## config.mk

```make
export PLATFORM = sky130hd
export DESIGN_NAME = frame_rr_arb
export DESIGN_NICKNAME = d
export VERILOG_FILES = /design/src/rtl/frame_rr_arb.sv
export SDC_FILE = /design/constraint.sdc
export NUM_CORES = 1
export LEC_CHECK = 0
export BUFFER_PORTS_ARGS = -buffer_cell sky130_fd_sc_hd__clkbuf_2
export CORE_MARGIN = 5
export CORE_UTILIZATION = 35
export DETAILED_ROUTE_END_ITERATION = 8
export PLACE_DENSITY_LB_ADDON = 0.2
export SETUP_SLACK_MARGIN = 0.05
export SLEW_MARGIN = 40
export SYNTH_ARGS = -nofsm -noshare
export SYNTH_HDL_FRONTEND = slang
export SYNTH_SLANG_ARGS = --single-unit
```

## constraint.sdc

```tcl
create_clock -name CLK -period 1.4 [get_ports CLK]
set_input_delay 0.14 -clock CLK [delete_from_list [all_inputs] [get_ports CLK]]
set_output_delay 0.14 -clock CLK [all_outputs]
set_load 0.05 [all_outputs]
```

## src/rtl/frame_rr_arb.sv

```systemverilog
// frame_rr_arb: frame-aware round-robin scheduler sharing one host byte transport
// between N byte-stream clients.
//
// TX: one client owns the transport for a whole frame (header H plus H[3:0] payload
//     bytes). Clients are picked round-robin from rr_ptr upward.
// RX: each incoming frame goes to the client named by H[7:6]. Frames addressed to
//     an absent client are popped and discarded, and counted in rx_drop.
//
// Ports:
//   CLK, RESET          single clock, synchronous active-high reset
//   c_tx_rdempty/rddata client TX FIFOs (show-ahead), c_tx_rden pops them
//   c_rx_wrfull         client RX FIFO full flags, c_rx_wren/c_rx_wrdata push them
//   com_wrfull          transport TX FIFO full, com_wren/com_wrdata push it
//   com_rdempty/rddata  transport RX FIFO (show-ahead), com_rden pops it
//   tx_grant            current or last granted TX client
//   tx_busy             TX frame in progress
//   rx_drop             saturating count of discarded RX frames
module frame_rr_arb #(
  parameter int unsigned N  = 2,
  parameter int unsigned DW = 8
) (
  input  logic            CLK,
  input  logic            RESET,
  input  logic [N-1:0]    c_tx_rdempty,
  input  logic [DW*N-1:0] c_tx_rddata,
  output logic [N-1:0]    c_tx_rden,
  input  logic [N-1:0]    c_rx_wrfull,
  output logic [N-1:0]    c_rx_wren,
  output logic [DW-1:0]   c_rx_wrdata,
  input  logic            com_wrfull,
  output logic            com_wren,
  output logic [DW-1:0]   com_wrdata,
  input  logic            com_rdempty,
  input  logic [DW-1:0]   com_rddata,
  output logic            com_rden,
  output logic [1:0]      tx_grant,
  output logic            tx_busy,
  output logic [7:0]      rx_drop
);

  typedef enum logic [1:0] {TIdle, THdr, TPay} tx_st_e;
  typedef enum logic {RHdr, RPay} rx_st_e;

  tx_st_e      tx_st_q, tx_st_d;
  logic [1:0]  tx_grant_q, tx_grant_d;
  logic [1:0]  rr_ptr_q, rr_ptr_d;
  logic [3:0]  tx_cnt_q, tx_cnt_d;
  logic        tx_busy_q, tx_busy_d;

  rx_st_e      rx_st_q, rx_st_d;
  logic [1:0]  rx_dest_q, rx_dest_d;
  logic        rx_discard_q, rx_discard_d;
  logic [3:0]  rx_cnt_q, rx_cnt_d;
  logic [7:0]  rx_drop_q, rx_drop_d;

  // ---------------------------------------------------------------------------
  // TX arbitration and byte movement
  // ---------------------------------------------------------------------------
  logic          arb_found;
  logic [1:0]    arb_pick;
  logic [1:0]    arb_cand;
  logic [1:0]    rr_next;
  logic          gnt_empty;
  logic [DW-1:0] gnt_byte;
  logic          tx_move;

  // First requester at or above rr_ptr, wrapping modulo N.
  always_comb begin
    arb_found = 1'b0;
    arb_pick  = '0;
    arb_cand  = '0;
    for (int k = 0; k < int'(N); k++) begin
      arb_cand = 2'((int'(rr_ptr_q) + k) % int'(N));
      for (int i = 0; i < int'(N); i++) begin
        if (!arb_found && (arb_cand == 2'(i)) && !c_tx_rdempty[i]) begin
          arb_found = 1'b1;
          arb_pick  = arb_cand;
        end
      end
    end
  end

  assign rr_next = (arb_pick == 2'(N - 1)) ? 2'd0 : arb_pick + 2'd1;

  // Granted client's FIFO view.
  always_comb begin
    gnt_empty = 1'b1;
    gnt_byte  = '0;
    for (int i = 0; i < int'(N); i++) begin
      if (tx_grant_q == 2'(i)) begin
        gnt_empty = c_tx_rdempty[i];
        gnt_byte  = c_tx_rddata[DW*i +: DW];
      end
    end
  end

  // Strobes are suppressed in the reset cycle so an aborted frame loses no byte.
  assign tx_move = !RESET && (tx_st_q != TIdle) && !gnt_empty && !com_wrfull;

  always_comb begin
    for (int i = 0; i < int'(N); i++) begin
      c_tx_rden[i] = tx_move && (tx_grant_q == 2'(i));
    end
  end

  assign com_wren   = tx_move;
  assign com_wrdata = tx_move ? gnt_byte : '0;

  always_comb begin
    tx_st_d    = tx_st_q;
    tx_grant_d = tx_grant_q;
    rr_ptr_d   = rr_ptr_q;
    tx_cnt_d   = tx_cnt_q;
    case (tx_st_q)
      TIdle: begin
        if (arb_found) begin
          tx_grant_d = arb_pick;
          rr_ptr_d   = rr_next;
          tx_st_d    = THdr;
        end
      end
      THdr: begin
        if (tx_move) begin
          tx_cnt_d = gnt_byte[3:0];
          tx_st_d  = (gnt_byte[3:0] == 4'd0) ? TIdle : TPay;
        end
      end
      TPay: begin
        if (tx_move) begin
          tx_cnt_d = tx_cnt_q - 4'd1;
          if (tx_cnt_q == 4'd1) begin
            tx_st_d = TIdle;
          end
        end
      end
      default: tx_st_d = TIdle;
    endcase
    tx_busy_d = (tx_st_d != TIdle);
  end

  // ---------------------------------------------------------------------------
  // RX routing
  // ---------------------------------------------------------------------------
  logic [1:0] rx_dest_cur;
  logic       rx_disc_cur;
  logic       rx_dest_full;
  logic       rx_accept;
  logic       rx_push;

  // At the header the destination comes straight from the byte; afterwards it is latched.
  assign rx_dest_cur = (rx_st_q == RHdr) ? com_rddata[7:6] : rx_dest_q;
  assign rx_disc_cur = (rx_st_q == RHdr) ? (32'(com_rddata[7:6]) >= N) : rx_discard_q;

  always_comb begin
    rx_dest_full = 1'b1;
    for (int i = 0; i < int'(N); i++) begin
      if (rx_dest_cur == 2'(i)) begin
        rx_dest_full = c_rx_wrfull[i];
      end
    end
  end

  assign rx_accept = !RESET && !com_rdempty && (rx_disc_cur || !rx_dest_full);
  assign rx_push   = rx_accept && !rx_disc_cur;

  always_comb begin
    for (int i = 0; i < int'(N); i++) begin
      c_rx_wren[i] = rx_push && (rx_dest_cur == 2'(i));
    end
  end

  assign com_rden    = rx_accept;
  assign c_rx_wrdata = rx_push ? com_rddata : '0;

  always_comb begin
    rx_st_d      = rx_st_q;
    rx_dest_d    = rx_dest_q;
    rx_discard_d = rx_discard_q;
    rx_cnt_d     = rx_cnt_q;
    rx_drop_d    = rx_drop_q;
    case (rx_st_q)
      RHdr: begin
        if (rx_accept) begin
          rx_dest_d    = rx_dest_cur;
          rx_discard_d = rx_disc_cur;
          rx_cnt_d     = com_rddata[3:0];
          if (rx_disc_cur && (rx_drop_q != 8'hFF)) begin
            rx_drop_d = rx_drop_q + 8'd1;
          end
          if (com_rddata[3:0] != 4'd0) begin
            rx_st_d = RPay;
          end
        end
      end
      RPay: begin
        if (rx_accept) begin
          rx_cnt_d = rx_cnt_q - 4'd1;
          if (rx_cnt_q == 4'd1) begin
            rx_st_d = RHdr;
          end
        end
      end
      default: rx_st_d = RHdr;
    endcase
  end

  // ---------------------------------------------------------------------------
  // State
  // ---------------------------------------------------------------------------
  always_ff @(posedge CLK) begin
    if (RESET) begin
      tx_st_q      <= TIdle;
      tx_grant_q   <= 2'd0;
      rr_ptr_q     <= 2'd0;
      tx_cnt_q     <= 4'd0;
      tx_busy_q    <= 1'b0;
      rx_st_q      <= RHdr;
      rx_dest_q    <= 2'd0;
      rx_discard_q <= 1'b0;
      rx_cnt_q     <= 4'd0;
      rx_drop_q    <= 8'd0;
    end else begin
      tx_st_q      <= tx_st_d;
      tx_grant_q   <= tx_grant_d;
      rr_ptr_q     <= rr_ptr_d;
      tx_cnt_q     <= tx_cnt_d;
      tx_busy_q    <= tx_busy_d;
      rx_st_q      <= rx_st_d;
      rx_dest_q    <= rx_dest_d;
      rx_discard_q <= rx_discard_d;
      rx_cnt_q     <= rx_cnt_d;
      rx_drop_q    <= rx_drop_d;
    end
  end

  assign tx_grant = tx_grant_q;
  assign tx_busy  = tx_busy_q;
  assign rx_drop  = rx_drop_q;

endmodule
```

==> results of run 1 <==
per-layer routing:
metal	up-vias	share of wire [%]	wire length, µm
li1	1012	-	-
met1	915	40	2340
met2	63	53	3090
met3	10	5.8	339
met4	0	1.2	68
met5	-	0	0
metrics by stage:
step / total power, mW / util (%) / cell area (µm²) / setup TNS, ns
5_1_grt: 2.20 / 67.4 / 3400 / -14.62
3_3_place_gp: 1.46 / 54.2 / 2730 / -4.05
4_1_cts: 2.06 / 65.3 / 3290 / -11.07
2_1_floorplan: 1.23 / - / 2050 / -4.82
6_report: 2.09 / 67.4 / 3400 / -11.01
3_5_place_dp: 1.47 / 54.2 / 2730 / -4.75
logic make-up (layout without fill, tap and decap cells):
kind of cell	Yosys count	after routing	share of synthesized area, %
fa+ha+maj	5	5	3.47
xor+xnor	4	4	1.94
buf+inv	22	135	5.97
other cells	1	1	0.208
flops	25	25	27.8
simple gates	88	88	27.5
mux	21	21	13.1
compound gates	48	48	20.1
flip-flops by register name, summed over array words and instances, names as in the netlist:
register	count
rx_cnt_q	4
rx_st_q	1
tx_cnt_q	4
tx_busy	1
tx_st_q	2
rx_dest_q	2
rx_drop	8
rr_ptr_q	1
tx_grant	1
rx_discard_q	1
worst min path at each step:
| stage | slack, ns | startpoint | to | depth (start not counted) |
|---|---|---|---|---|
| floorplan | 0.28 | com_rddata[6] | rx_dest_q[0] | 1 |
| global placement | 0.44 | rr_ptr_q[0] | rr_ptr_q[0] | 1 |
| detailed placement | 0.45 | rr_ptr_q[0] | rr_ptr_q[0] | 1 |
| CTS | 0.19 | com_rddata[1] | rx_cnt_q[1] | 3 |
| global route | 0.23 | com_rddata[7] | rx_dest_q[1] | 3 |
| finish | 0.20 | com_rddata[1] | rx_cnt_q[1] | 3 |
worst reg2reg max path, stage by stage, from the launching register on:
cell and delay (ns):
dfxtp_4 0.38, mux2i_4 0.26, buf_4 0.14, buf_6 0.09, mux2i_4 0.27, buf_6 0.13
buf_6 0.09, o21ai_2 0.05, mux2_4 0.30
final cells by class:
cell class,count,area share (%)
timing repair buffer,119,34.5
multi-input combinational,167,44.2
inverter,12,1.51
clock inverter,1,0.147
sequential,25,15.8
clock buffer,3,1.21
tap,70,2.58
repair_timing:
item,in CTS,in global routing
setup endpoints to repair,42,46
pin swaps,22,27
gates resized for setup,77,20
buffers inserted,17,6
power groups by stage:
stage | clock network, mW | logic [mW] | registers, mW
after global routing | 0.478 | 0.941 | 0.785
final | 0.434 | 0.876 | 0.779
after CTS | 0.462 | 0.824 | 0.777
after detailed placement | 0 | 0.680 | 0.793
after global placement | 0 | 0.673 | 0.791
after floorplan | 0 | 0.416 | 0.816
placed cells by master, fill, tap and decap left out, types with 4 or more instances in the layout:
| cell type | count |
|---|---|
| buf_12 | 6 |
| ha_1 | 5 |
| nand2_1 | 10 |
| nor3_4 | 4 |
| mux2i_4 | 4 |
| buf_4 | 34 |
| mux2i_1 | 13 |
| inv_1 | 10 |
| dfxtp_4 | 9 |
| a21oi_1 | 5 |
| nor2_1 | 18 |
| buf_8 | 7 |
| mux2_4 | 4 |
| nand4_1 | 5 |
| dfxtp_1 | 13 |
| and2_4 | 8 |
| buf_6 | 21 |
| nor2b_1 | 5 |
| clkbuf_16 | 10 |
| clkbuf_2 | 41 |
| o21a_1 | 4 |
| nor2_4 | 6 |
| a22o_4 | 4 |
| nor3_1 | 4 |
==> flow_metrics.tcl, run 1 <==
set metrics [dict create \
    syn-cell-area_um2 1800 \
    insertion_delay_ns 0.27 \
    worstPathRequired_ns 1.26 \
    synth_seq_cells 25 \
    yosys.cell_types.count 58 \
    synth_nets 251 \
    cp_slowest_cell "dfxtp_4" \
    switching_share_pct 34.1 \
    cp_data_arrival_time_ns 1.76 \
    dr_total_vias 2000 \
    gp_routability_congestion 0.839 \
    fp.dieW_um 81.8 \
    grt_util_met2_pct 35.1 \
    area.growth.synth_to_final_pct 88.7 \
    rows 26 \
    crit_fanout 8 \
    route.detailed.drc 0 \
    seqCellArea_um2 538 \
    slew_headroom_pct 62.5 \
    worst-path-stages 5 \
    dp_cells 373 \
    first_pass_iters 4 \
    antenna_found_initial 0 \
    worst_ir_drop_vdd_mv 0.677 \
    power_leakage_nw 1.44 \
    whs_ns 0.205 \
    worst_setup_path_start_kind "register" \
    max_stage_delay_ns 0.38 \
    ys.flop_type "dfxtp_1" \
    finalSetupViolations 42 \
    status "finished, violations left" \
    track_usage_pct 18.0 \
    yosys.area.top_type "dfxtp_1" \
    grt_pass1_vias 2117 \
    dp.final_hpwl_um 3970 \
    core-area_um2 5040 \
    numCtsBuffers 3 \
    crit_end "c_rx_wrdata[4]" \
    p_clk_share_pct 20.8 \
    drt_iter0_drc 47 \
    port_buffers 63 \
    dp_slack_ns -0.291 \
    busiest_layer "met2" \
    nFillCells 370 \
    fin_cells 397 \
    crit_path_end_kind "primary output" \
    power_density_nw_per_um2 614 \
    violations "setup timing" \
    grt_setup_unrepaired "yes" \
    rrSetupSlack_ns -0.41 \
    use_met3_pct 3.51 \
    worst_pin_slew_ns 0.557 \
    reg2reg_depth 8 \
    post-route-min-period_ns 1.90 \
    synth_top_cell_area_share_pct 27.8 \
    synth_common_cells "dfxtp_1 (25), nor2_1 (25), mux2i_1 (15), inv_1 (12), nand2_1 (11)" \
    syn_inst 214 \
    use_met1_pct 19.6 \
    cts_hold_buf 0 \
    synth_edf_count 0 \
    ys_warn_count 0 \
    hold_viol 0 \
    synth-seq-area-share_pct 27.8 \
    die_h_um 81.8 \
    hold_path.class "primary input to register" \
    drive_gt1_share_pct 58.4 \
    intPower_mw 1.38 \
    pin_count 65 \
    n_antenna_cell 0 \
    clk_path_buf_depth 2 \
    pwr-share-comb_pct 41.9 \
    die_area_um2 6680 \
    fin_ws_ns -0.505 \
    start_util_pct 35.7 \
    critPathKind "register to primary output" \
    multi_input_area_um2 1500 \
    finClkSkew_ns 0.00773 \
    synthTopCellsByArea "dfxtp_1 (28%), mux2i_1 (8.3%), nor2_1 (5.2%)" \
    path_buf_inv 1 \
    grt_start_max_net_pins 18 \
    maxCapViolations 0 \
    post_drt_via_cell_ratio 5.04 \
    cts_max_level 1 \
    crit_family "multiplexers" \
    grt.overflow.total 0 \
    path_cells "mux2i_4 -> mux2_4 -> nor2_4 -> and2_4 -> clkbuf_16" \
    maxSlewViolCount 0 \
    clkTransAtPathRegs_ns 0.08 \
    wl_per_cell_um 14.7 \
    grt_first_pass_wirelength_um 9510 \
    r2r-start "rx_st_q" \
    critPathLaunch "rx_st_q" \
    async_flop_share_pct 0 \
    wl_um 5840 \
    clock_sinks 25 \
    synth.avg_cell_area_um2 8.42 \
    antenna_left 0 \
    p_sw_mw 0.713 \
    period_share_pct 136 \
    max_freq_mhz 525 \
    cts-root-buf "clkbuf_8" \
    cts_tree "done" \
    final_nets 365 \
    share_seq_of_total_power_pct 37.3 \
    r2r_end "rx_dest_q[0]" \
]
(Power assumes the default switching activity.)
==> run 2, diff against run 1 <==
- PLACE_DENSITY_LB_ADDON: 0.2 -> unset
==> flow_metrics.tcl, run 2 (synthesized netlist as in run 1, its figures left out) <==
set metrics [dict create \
    power_leakage_nw 1.43 \
    core-area_um2 5040 \
    whs_ns 0.180 \
    final_common_cell "clkbuf_2" \
    clkTransAtPathRegs_ns 0.10 \
    crit_fanout 8 \
    track_usage_pct 16.3 \
    crit_family "multiplexers" \
    fin_ws_ns -0.535 \
    post_drt_via_cell_ratio 5.10 \
    wl_per_cell_um 14.5 \
    hold_viol 0 \
    antenna_left 0 \
    die_area_um2 6680 \
    multi_input_area_um2 1540 \
    cts_max_level 1 \
    hold_path.class "primary input to register" \
    rrSetupSlack_ns -0.48 \
    grt_pass1_vias 1917 \
    share_seq_of_total_power_pct 36.5 \
    final_cell_mix "clkbuf_2 (41), buf_4 (37), nor2_1 (19)" \
    first_pass_iters 4 \
    largest_reg_flops 8 \
    cp_slowest_cell "dfxtp_4" \
    grt_first_pass_wirelength_um 8760 \
    cts_hold_buf 0 \
    maxCapViolations 0 \
    slew_headroom_pct 59.1 \
    use_met1_pct 20.5 \
    status "finished, violations left" \
    final_nets 362 \
    use_met3_pct 2.30 \
    worst_pin_slew_ns 0.608 \
    n_antenna_cell 0 \
    switching_share_pct 35.2 \
    worst_ir_drop_vdd_mv 0.616 \
    area.growth.synth_to_final_pct 89.5 \
    worstPathRequired_ns 1.26 \
    die_h_um 81.8 \
    route.detailed.drc 0 \
    p_sw_mw 0.749 \
    finClkSkew_ns 0.00417 \
    intPower_mw 1.38 \
    gp_routability_congestion 0.791 \
    dr_total_vias 2009 \
    dp_slack_ns -0.316 \
    r2r_end "rx_dest_q[0]" \
    reg2reg_depth 9 \
    insertion_delay_ns 0.28 \
    dp.final_hpwl_um 3840 \
    whs_path_depth 3 \
    fp.dieW_um 81.8 \
    wl_um 5720 \
    seqCellArea_um2 538 \
    power_density_nw_per_um2 624 \
    clk_path_buf_depth 2 \
    min_to "rx_cnt_q[1]" \
    period_share_pct 138 \
    cp_data_arrival_time_ns 1.80 \
    post-route-min-period_ns 1.94 \
    postLayoutCoreUtil_pct 67.7 \
    worst_setup_path_start_kind "register" \
    cts_tree "done" \
    maxSlewViolCount 0 \
    min_from "com_rddata[1]" \
    drt_iter0_drc 55 \
    grt.overflow.total 0 \
    start_util_pct 35.7 \
    max_stage_delay_ns 0.39 \
    r2r-start "rx_st_q" \
    finalSetupViolations 40 \
    max_freq_mhz 517 \
    clock_sinks 25 \
    antenna_found_initial 0 \
    rows 26 \
    power_mw 2.13 \
    cts-root-buf "clkbuf_8" \
    grt_start_max_net_pins 16 \
    grt_util_met2_pct 29.6 \
    busiest_layer "met2" \
    pin_count 65 \
    grt_setup_unrepaired "yes" \
    violations "setup timing" \
    p_clk_share_pct 22.0 \
    port_buffers 63 \
    pwr-share-comb_pct 41.5 \
    nFillCells 396 \
    crit_path_end_kind "primary output" \
    drive_gt1_share_pct 60.5 \
    path_buf_inv 1 \
    path_cells "mux2i_4 -> mux2_4 -> nor2_4 -> and2_4 -> clkbuf_16" \
    critPathKind "register to primary output" \
    numCtsBuffers 3 \
]
## run 2: cell count changes in the layout (fill, tap and decap cells not counted), sizes merged
cell	before	now
buf	68	63
clkinv	1	0
clkinvlp	1	2
clkbuf	54	56
## run 2: per-stage QoR
| step | instance area (µm²) | setup TNS [ns] | cells |
|---|---|---|---|
| after floorplan | 2050 | -4.82 | 214 |
| after global placement | 2740 | -4.83 | 373 |
| after detailed placement | 2740 | -5.40 | 373 |
| after CTS | 3250 | -10.30 | 388 |
| after global routing | 3410 | -14.38 | 394 |
| final | 3410 | -11.86 | 394 |
## run 2: timing repair
item,in CTS,in global routing
gates cloned,0,0
pin swaps,24,20
resized for setup,68,27
setup endpoints to repair,39,45
endpoints found under the hold margin,0,0
buffers inserted,12,8
## run 2: cell type report
class | count | share of cell area, %
Clock buffer | 3 | 1.21
Inverter | 12 | 1.50
Multi-Input combinational cell | 167 | 45.0
Tap cell | 70 | 2.57
Sequential cell | 25 | 15.8
Timing Repair Buffer | 116 | 33.7
Clock inverter | 1 | 0.220
## run 2: worst max path at each step
stage | startpoint | end | slack [ns] | depth (start not counted)
detailed placement | rx_st_q | c_rx_wrdata[0] | -0.32 | 5
global route | rx_st_q | c_rx_wrdata[1] | -0.60 | 5
global placement | rx_st_q | c_rx_wrdata[0] | -0.27 | 5
finish | rx_st_q | c_rx_wrdata[7] | -0.54 | 5
CTS | rx_st_q | c_rx_wrdata[0] | -0.54 | 5
floorplan | tx_st_q[0] | com_wrdata[4] | -0.35 | 5
## run 2: worst min-delay path, cell delays in order
cell      delay, ns
clkbuf_2       0.10
o21ai_0        0.07
mux2i_1        0.11
## run 2: routing by layer
| layer | wire [µm] | up-vias |
|---|---|---|
| met3 | 345 | 8 |
| met4 | 61 | 0 |
| li1 | - | 999 |
| met2 | 2890 | 57 |
| met1 | 2420 | 945 |
| met5 | 0 | - |
## run 2: power by group through the flow
stage | clock network [mW] | registers (mW) | logic [mW]
after floorplan | 0 | 0.816 | 0.416
after global placement | 0 | 0.790 | 0.678
after detailed placement | 0 | 0.791 | 0.683
after CTS | 0.475 | 0.775 | 0.820
after global routing | 0.515 | 0.783 | 0.942
final | 0.469 | 0.777 | 0.885
==> run 3, diff against run 2 <==
- CORE_UTILIZATION: 35 -> 45
- PLACE_DENSITY: unset -> 0.76
- SLEW_MARGIN: 40 -> unset
==> flow_metrics.tcl, run 3 (synthesized netlist as in run 1, its figures left out) <==
set metrics [dict create \
    core-area_um2 3940 \
    grt_pass1_vias 2103 \
    cts-root-buf "clkbuf_8" \
    grt_start_max_net_pins 22 \
    crit_path_end_kind "primary output" \
    max_stage_delay_ns 0.38 \
    final_cell_mix "clkbuf_2 (41), buf_4 (33), buf_6 (20)" \
    hold_path.class "primary input to register" \
    share_seq_of_total_power_pct 37.2 \
    wl_per_cell_um 18.1 \
    slew_headroom_pct 65.7 \
    worst_pin_slew_ns 0.510 \
    numCtsBuffers 3 \
    p_sw_mw 0.741 \
    post-route-min-period_ns 1.91 \
    use_met3_pct 4.51 \
    maxSlewViolCount 0 \
    crit_fanout 8 \
    cts_hold_buf 0 \
    start_util_pct 45.7 \
    worst_ir_drop_vdd_mv 0.676 \
    finalSetupViolations 42 \
    route.detailed.drc 0 \
    fin_ws_ns -0.508 \
    cp_slowest_cell "dfxtp_4" \
    dp.final_hpwl_um 3630 \
    wl_um 6750 \
    crit_family "multiplexers" \
    drt_iter0_drc 76 \
    path_buf_inv 1 \
    status "finished, violations left" \
    clock_sinks 25 \
    die_area_um2 5370 \
    grt_first_pass_wirelength_um 10100 \
    busiest_layer "met2" \
    drive_gt1_share_pct 61.4 \
    post_drt_via_cell_ratio 5.55 \
    fp.dieW_um 73.3 \
    worst_setup_path_start_kind "register" \
    worst-path-stages 5 \
    use_met1_pct 27.5 \
    power_leakage_nw 1.42 \
    critPathKind "register to primary output" \
    rows 23 \
    antenna_found_initial 0 \
    die_h_um 73.3 \
    largest_reg_flops 8 \
    power_density_nw_per_um2 626 \
    gp_routability_congestion 0.888 \
    area.growth.synth_to_final_pct 87.1 \
    port_buffers 63 \
    track_usage_pct 23.4 \
    hold_viol 0 \
    switching_share_pct 35.1 \
    whs_path_depth 3 \
    dr_total_vias 2074 \
    insertion_delay_ns 0.27 \
    cp_data_arrival_time_ns 1.77 \
    clkTransAtPathRegs_ns 0.09 \
    intPower_mw 1.37 \
    rrSetupSlack_ns -0.36 \
    max_freq_mhz 524 \
    reg2reg_depth 7 \
    worstPathRequired_ns 1.26 \
    violations "setup timing" \
    n_antenna_cell 0 \
    cts_tree "done" \
    grt_setup_unrepaired "yes" \
    grt_util_met2_pct 43.8 \
    final.setup.tns_ns -12.00 \
    cts_max_level 1 \
    pwr-share-comb_pct 42.2 \
    final_nets 362 \
    antenna_left 0 \
    grt.overflow.total 0 \
    pin_count 65 \
    final_common_cell "clkbuf_2" \
    p_clk_share_pct 20.6 \
    first_pass_iters 4 \
    path_cells "mux2i_4 -> mux2_4 -> nor2_4 -> and2_4 -> clkbuf_16" \
    finClkSkew_ns 0.00654 \
    clk_path_buf_depth 2 \
    nFillCells 201 \
    maxCapViolations 0 \
    whs_ns 0.191 \
    period_share_pct 136 \
]
-- run 3: power groups by stage --
| stage | sequential (mW) | clock [mW] | combinational [mW] |
|---|---|---|---|
| 2_1_floorplan | 0.816 | 0 | 0.416 |
| 3_3_place_gp | 0.793 | 0 | 0.646 |
| 3_5_place_dp | 0.794 | 0 | 0.656 |
| 4_1_cts | 0.777 | 0.443 | 0.789 |
| 5_1_grt | 0.790 | 0.481 | 0.944 |
| 6_report | 0.784 | 0.435 | 0.891 |
-- run 3: path summary, 6_finish.rpt --
check | startpoint | endpoint
max | rx_st_q | c_rx_wrdata[3]
min | com_rddata[0] | rx_cnt_q[0]
max reg2reg | rx_st_q | rx_dest_q[0]
min reg2reg | rr_ptr_q[0] | rr_ptr_q[0]
-- run 3: layer usage --
layer	vias to the layer above	share of wire (%)	wire length, µm
li1	1000	-	-
met3	8	6.6	446
met4	0	1.1	73
met2	74	54	3630
met5	-	0	0
met1	992	38	2600
-- run 3: timing repair --
action                     in CTS  in global routing
setup endpoints to repair      42                 44
resized for setup              77                 34
setup buffers                  15                 13
pin swaps                      16                 28
-- run 3: layout make-up --
| class | instances | area (µm²) | area share, % |
|---|---|---|---|
| Multi-Input combinational cell | 167 | 1520 | 45.1 |
| Timing Repair Buffer | 116 | 1150 | 34.2 |
| Sequential cell | 25 | 539 | 16.0 |
| Tap cell | 50 | 62.6 | 1.86 |
| Inverter | 12 | 51.3 | 1.52 |
| Clock buffer | 4 | 45.0 | 1.34 |
-- run 3: worst register-to-register path: cells and delay by family, from the launching register on --
kind	cells	cell delay, ns
AO/OA/AOI/OAI	1	0.13
buffers and inverters	3	0.42
multiplexers	3	0.73
flip-flops	1	0.37
-- run 3: through the flow --
| step | worst slack [ns] | utilization, % | instance area [µm²] | power [mW] | cells |
|---|---|---|---|---|---|
| after floorplan | -0.354 | - | 2050 | 1.23 | 214 |
| after global placement | -0.243 | 66.4 | 2620 | 1.44 | 347 |
| after detailed placement | -0.280 | 66.4 | 2620 | 1.45 | 347 |
| after CTS | -0.505 | 81.2 | 3200 | 2.01 | 366 |
| after global routing | -0.584 | 85.5 | 3370 | 2.22 | 374 |
| final | -0.508 | 85.5 | 3370 | 2.11 | 374 |
